## src/rtl/ndp_axis_operand_loader.sv

```systemverilog
// Streams A-column and B-row operand segments from an AXI-Stream source and presents one
// (a_vec, b_vec) pair per reduction step k, with tlast framing checked against the job length.
`timescale 1ns/1ps

module ndp_axis_operand_loader #(
    parameter int unsigned AXIS_WIDTH = 32,
    parameter int unsigned WIDTH      = 16,
    parameter int unsigned A_ROWS     = 4,
    parameter int unsigned B_COLS     = 64,
    parameter int unsigned K_MAX      = 64,
    localparam int unsigned KW        = $clog2(K_MAX + 1)
) (
    input  logic                       clk,
    input  logic                       reset,
    input  logic                       start,
    input  logic [KW-1:0]              cfg_k,
    input  logic [AXIS_WIDTH-1:0]      s_axis_tdata,
    input  logic                       s_axis_tvalid,
    input  logic                       s_axis_tlast,
    output logic                       s_axis_tready,
    output logic [A_ROWS*WIDTH-1:0]    a_vec,
    output logic [B_COLS*WIDTH-1:0]    b_vec,
    output logic                       vec_valid,
    input  logic                       vec_ready,
    output logic                       vec_last,
    output logic                       busy,
    output logic                       done,
    output logic                       err_tlast,
    output logic                       err_cfg
);

    localparam int unsigned NumWordsA = A_ROWS * WIDTH / AXIS_WIDTH;
    localparam int unsigned NumWordsB = B_COLS * WIDTH / AXIS_WIDTH;
    localparam int unsigned NumWordsMax = (NumWordsA > NumWordsB) ? NumWordsA : NumWordsB;
    localparam int unsigned CW = (NumWordsMax > 1) ? $clog2(NumWordsMax) : 1;
    localparam logic [CW-1:0] WordALast = CW'(NumWordsA - 1);
    localparam logic [CW-1:0] WordBLast = CW'(NumWordsB - 1);

    typedef enum logic [1:0] {StIdle, StLoadA, StLoadB, StEmit} state_e;

    state_e                    state_q, state_d;
    logic [KW-1:0]             k_q, k_d;
    logic [KW-1:0]             kcfg_q, kcfg_d;
    logic [CW-1:0]             wcnt_q, wcnt_d;
    logic [A_ROWS*WIDTH-1:0]   a_vec_q, a_vec_d;
    logic [B_COLS*WIDTH-1:0]   b_vec_q, b_vec_d;
    logic                      err_tlast_q, err_tlast_d;
    logic                      early_q, early_d;
    logic                      done_q, done_d;
    logic                      err_cfg_q, err_cfg_d;

    logic word_hs;
    logic cfg_ok;
    logic final_step;
    logic tlast_exp;
    logic step_last;

    assign word_hs    = s_axis_tvalid && s_axis_tready;
    assign cfg_ok     = (cfg_k != '0) && (cfg_k <= KW'(K_MAX));
    assign final_step = (k_q == kcfg_q - KW'(1));
    assign tlast_exp  = final_step && (wcnt_q == WordBLast);
    // An early tlast truncates the job: the vector in flight becomes the last one.
    assign step_last  = final_step || early_q;

    always_ff @(posedge clk) begin
        if (reset) begin
            state_q     <= StIdle;
            k_q         <= '0;
            kcfg_q      <= '0;
            wcnt_q      <= '0;
            a_vec_q     <= '0;
            b_vec_q     <= '0;
            err_tlast_q <= 1'b0;
            early_q     <= 1'b0;
            done_q      <= 1'b0;
            err_cfg_q   <= 1'b0;
        end else begin
            state_q     <= state_d;
            k_q         <= k_d;
            kcfg_q      <= kcfg_d;
            wcnt_q      <= wcnt_d;
            a_vec_q     <= a_vec_d;
            b_vec_q     <= b_vec_d;
            err_tlast_q <= err_tlast_d;
            early_q     <= early_d;
            done_q      <= done_d;
            err_cfg_q   <= err_cfg_d;
        end
    end

    always_comb begin
        state_d = state_q;
        unique case (state_q)
            StIdle:  if (start && cfg_ok) state_d = StLoadA;
            StLoadA: if (word_hs && (wcnt_q == WordALast)) state_d = StLoadB;
            StLoadB: if (word_hs && (wcnt_q == WordBLast)) state_d = StEmit;
            StEmit:  if (vec_ready) state_d = step_last ? StIdle : StLoadA;
            default: state_d = StIdle;
        endcase
    end

    always_comb begin
        k_d         = k_q;
        kcfg_d      = kcfg_q;
        wcnt_d      = wcnt_q;
        a_vec_d     = a_vec_q;
        b_vec_d     = b_vec_q;
        err_tlast_d = err_tlast_q;
        early_d     = early_q;
        done_d      = 1'b0;
        err_cfg_d   = 1'b0;
        unique case (state_q)
            StIdle: begin
                if (start) begin
                    if (cfg_ok) begin
                        kcfg_d      = cfg_k;
                        k_d         = '0;
                        wcnt_d      = '0;
                        err_tlast_d = 1'b0;
                        early_d     = 1'b0;
                    end else begin
                        err_cfg_d = 1'b1;
                    end
                end
            end
            StLoadA: begin
                if (word_hs) begin
                    a_vec_d[32'(wcnt_q) * AXIS_WIDTH +: AXIS_WIDTH] = s_axis_tdata;
                    wcnt_d = (wcnt_q == WordALast) ? '0 : wcnt_q + CW'(1);
                    if (s_axis_tlast) begin
                        err_tlast_d = 1'b1;
                        early_d     = 1'b1;
                    end
                end
            end
            StLoadB: begin
                if (word_hs) begin
                    b_vec_d[32'(wcnt_q) * AXIS_WIDTH +: AXIS_WIDTH] = s_axis_tdata;
                    wcnt_d = (wcnt_q == WordBLast) ? '0 : wcnt_q + CW'(1);
                    if (s_axis_tlast != tlast_exp) err_tlast_d = 1'b1;
                    if (s_axis_tlast && !tlast_exp) early_d = 1'b1;
                end
            end
            StEmit: begin
                if (vec_ready) begin
                    if (step_last) done_d = 1'b1;
                    else           k_d    = k_q + KW'(1);
                end
            end
            default: ;
        endcase
    end

    always_comb begin
        s_axis_tready = (state_q == StLoadA) || (state_q == StLoadB);
        vec_valid     = (state_q == StEmit);
        vec_last      = (state_q == StEmit) && step_last;
        busy          = (state_q != StIdle);
    end

    assign a_vec     = a_vec_q;
    assign b_vec     = b_vec_q;
    assign done      = done_q;
    assign err_tlast = err_tlast_q;
    assign err_cfg   = err_cfg_q;

endmodule

```

## config.mk

```make
export PLATFORM = sky130hd
export DESIGN_NAME = ndp_axis_operand_loader
export DESIGN_NICKNAME = d
export VERILOG_FILES = /design/src/rtl/ndp_axis_operand_loader.sv
export SDC_FILE = /design/constraint.sdc
export NUM_CORES = 2
export LEC_CHECK = 0
export CORE_AREA = 4 4 446 448
export CTS_CLUSTER_DIAMETER = 50
export DETAILED_ROUTE_END_ITERATION = 8
export DIE_AREA = 0 0 450 452
export SYNTH_ARGS = -nofsm -noshare
export SYNTH_HDL_FRONTEND = slang
export SYNTH_SLANG_ARGS = --single-unit
```

## constraint.sdc

```tcl
create_clock -name clk -period 3.15 [get_ports clk]
set_input_delay 0.63 -clock clk [delete_from_list [all_inputs] [get_ports clk]]
set_output_delay 0.63 -clock clk [all_outputs]
set_load 0.05 [all_outputs]
```

==> results.txt <==
Final #Nets: 6440
final worst slack: -0.200 ns
maxcap violations: 0
Final Max Tran Viols: 0
worst path bufs/invs: 2
Yosys cell types: 62
CP Launch Type: flop
CP delay by family, top: compound AO/OA/AOI/OAI gates
Worst Path Arrival: 2.72 ns
hold buffers post-CTS: 0
Synth async-reset ratio: 0%
Worst Path Max Fanout: 2
Starting Density: 21.6%
Post-Syn Area: 42100 µm²
sw frac: 27.5%
FF-to-FF setup slack: 0.15 ns
critical path's largest stage delay: 0.36 ns
Gate power share: 8.6%
ys flop type: dfxtp_1
number of enable flip-flop cells after synthesis: 0
period utilization: 106%
Core Rows: 162
Mapped Nets: 5354
Flop pwr share: 41.9%
Internal: 24.6 mW
flops & latches, synth: 1113
crit path time final: 3.35 ns
setup violators final: 1
IO Port Bufs: 1139
outcome: complete, but fails checks
area grow syn2layout: 50.2%
first-pass GRT wire length: 333000 µm
root buf cell: clkbuf_16
core area: 195000 µm²
number of global-route vias before repair: 41700
clock power share: 49.5%
Hold WC Path Type: primary input to flop
pin count of the biggest net entering global routing: 167
WS Path Type: flop to output pin
Clock H-tree levels: 4
LEAKAGE: 21.2 nW
GRT Total Usage: 22.8%
Worst-Skew Late Latency: 0.82 ns
IO Count: 1140
total CTS buffers: 145
hpwl dp: 178000 µm
P_sw: 9.33 mW
layout filler cell count: 20200
fmax: 298 MHz
worst-path cell chain: inv_2 -> ha_4 -> or3b_4 -> a211o_1 -> o41ai_2 -> o311a_4 -> buf_12
failing checks: negative setup slack
final std cells w/o fill: 9046
WL per Instance: 27.0 µm
Setup WS pre-CTS: -0.0980 ns
Max rail drop VDD: 0.000483 V
power density over the cells: 537 nW/µm²
Sink Count: 1113
fin util: 32.5%
1st-iter DRT viols: 4917
layout cells sized above 1: 10.1%
CP max-delay cell: or3b_4
Routed WL: 244000 µm
Yosys Warn Count: 0
DRT Pass-1 Iters: 6
global route overflow: 0
Slew HR: 29.4%
Die H: 452 µm
Die X: 450 µm
most frequent cells in the layout: 1133 x clkdlybuf4s50_1, 1109 x dfxtp_1, 1046 x a21oi_1
crit path capture type: output pin
CTS tree: yes
clock buffer depth: 3
die footprint: 203000 µm²
RSZ-0062 raised after global routing: yes
post-synthesis sequential area ratio: 52.9%
final RePlAce weighted congestion: 0.917
Hold Fails Final Rpt: 0
initial antenna violation count: 23
commonest non-fill, non-tap cell in the layout: clkdlybuf4s50_1
Post-Synthesis Cells: 5296
Synth Area per Inst: 7.95 µm²
WHS Path Cells: 2
clock-pin slew on the worst setup and hold paths: 0.06 ns
R2R cell count: 9
cell count after placement: 8773
via count: 45200
worst clock skew: 0.0410 ns
Vias/cell: 5.00
Required @ worst endpoint: 2.52 ns
Slew @ Worst Pin: 1.05 ns
drt drc: 0
Levels on crit path: 7
Post-DRT Antenna Nets: 0
-- layout make-up --
cell class | count | area, µm² | area share (%)
Sequential cell | 1113 | 22300 | 35.3
Multi-Input combinational cell | 3666 | 18200 | 28.8
Timing Repair Buffer | 1433 | 14500 | 22.9
Clock buffer | 192 | 4010 | 6.34
Tap cell | 2542 | 3180 | 5.03
Clock inverter | 71 | 891 | 1.41
Inverter | 23 | 86.3 | 0.137
Antenna cell | 6 | 15.0 | 0.0238
-- power groups by stage --
stage / Sequential (mW) / Clock, mW / Combinational [mW]
floorplan: 14.7 / 0 / 1.14
global placement: 14.5 / 0 / 2.89
detailed placement: 14.5 / 0 / 2.90
CTS: 14.2 / 17.1 / 2.94
global route: 14.2 / 17.7 / 3.07
finish: 14.2 / 16.8 / 2.94
-- cell families (layout without fill, tap and decap cells) --
group	after synthesis	after routing	synth area share, %
buf+inv	517	1719	4.82
fa+ha+maj	13	13	0.387
compound gates	1103	1103	13.5
mux	60	60	1.43
simple gates	2480	2480	26.6
other cells	0	6	0
xor+xnor	10	10	0.241
flops	1113	1113	52.9
-- cells in the mapped netlist, drive strengths merged (28+ instances only) --
cell type / count / area share [%]
clkbuf: 434 / 3.9
nand3: 386 / 4.7
nand4: 48 / 0.82
nand2: 568 / 5.1
nor2: 733 / 6.6
a21oi: 1049 / 12
and2: 28 / 0.42
buf: 60 / 0.74
nor3: 563 / 6.7
dfxtp: 1113 / 53
nor2b: 29 / 0.43
nor4: 81 / 1.2
mux2i: 60 / 1.4
-- through the flow --
step           total power, mW  instance area [µm²]  TNS, ns  hold WS [ns]
6_report                  34.0                63200   -0.200         0.199
5_1_grt                   35.0                63200   -0.348         0.156
4_1_cts                   34.3                63200   -0.278         0.119
3_5_place_dp              17.4                58200   -0.161         0.443
3_3_place_gp              17.4                58200   -0.153         0.438
2_1_floorplan             15.8                42100        0         0.471
-- flip-flops by register name, summed over array words and instances (netlist names) --
register / count
a_vec: 64
b_vec: 1024
done: 1
early_q: 1
err_cfg: 1
err_tlast: 1
k_q: 7
kcfg_q: 7
state_q: 2
wcnt_q: 5
-- routing by layer --
metal | part of all wire, % | GRT usage, %
met5 | 0.038 | 0
met4 | 6.7 | 13.5
met3 | 9.6 | 6.59
met2 | 45 | 35.9
met1 | 38 | 27.5
-- worst paths after layout --
kind,from,to
worst max-delay path,kcfg_q[1]$_SDFFE_PP0P_,vec_last
worst min-delay path,reset,b_vec[776]$_SDFFE_PP0P_
worst max register to register,wcnt_q[2]$_SDFFE_PP0P_,a_vec[56]$_SDFFE_PP0P_
worst min register to register,b_vec[1022]$_SDFFE_PP0P_,b_vec[1022]$_SDFFE_PP0P_
-- timing repair --
item                       CTS  global route
setup endpoints to repair    5           204
resized for setup           19            10
buffers inserted             4             0
gates cloned                 0             0
pin swaps                    4             0
(Power assumes the default switching activity.)
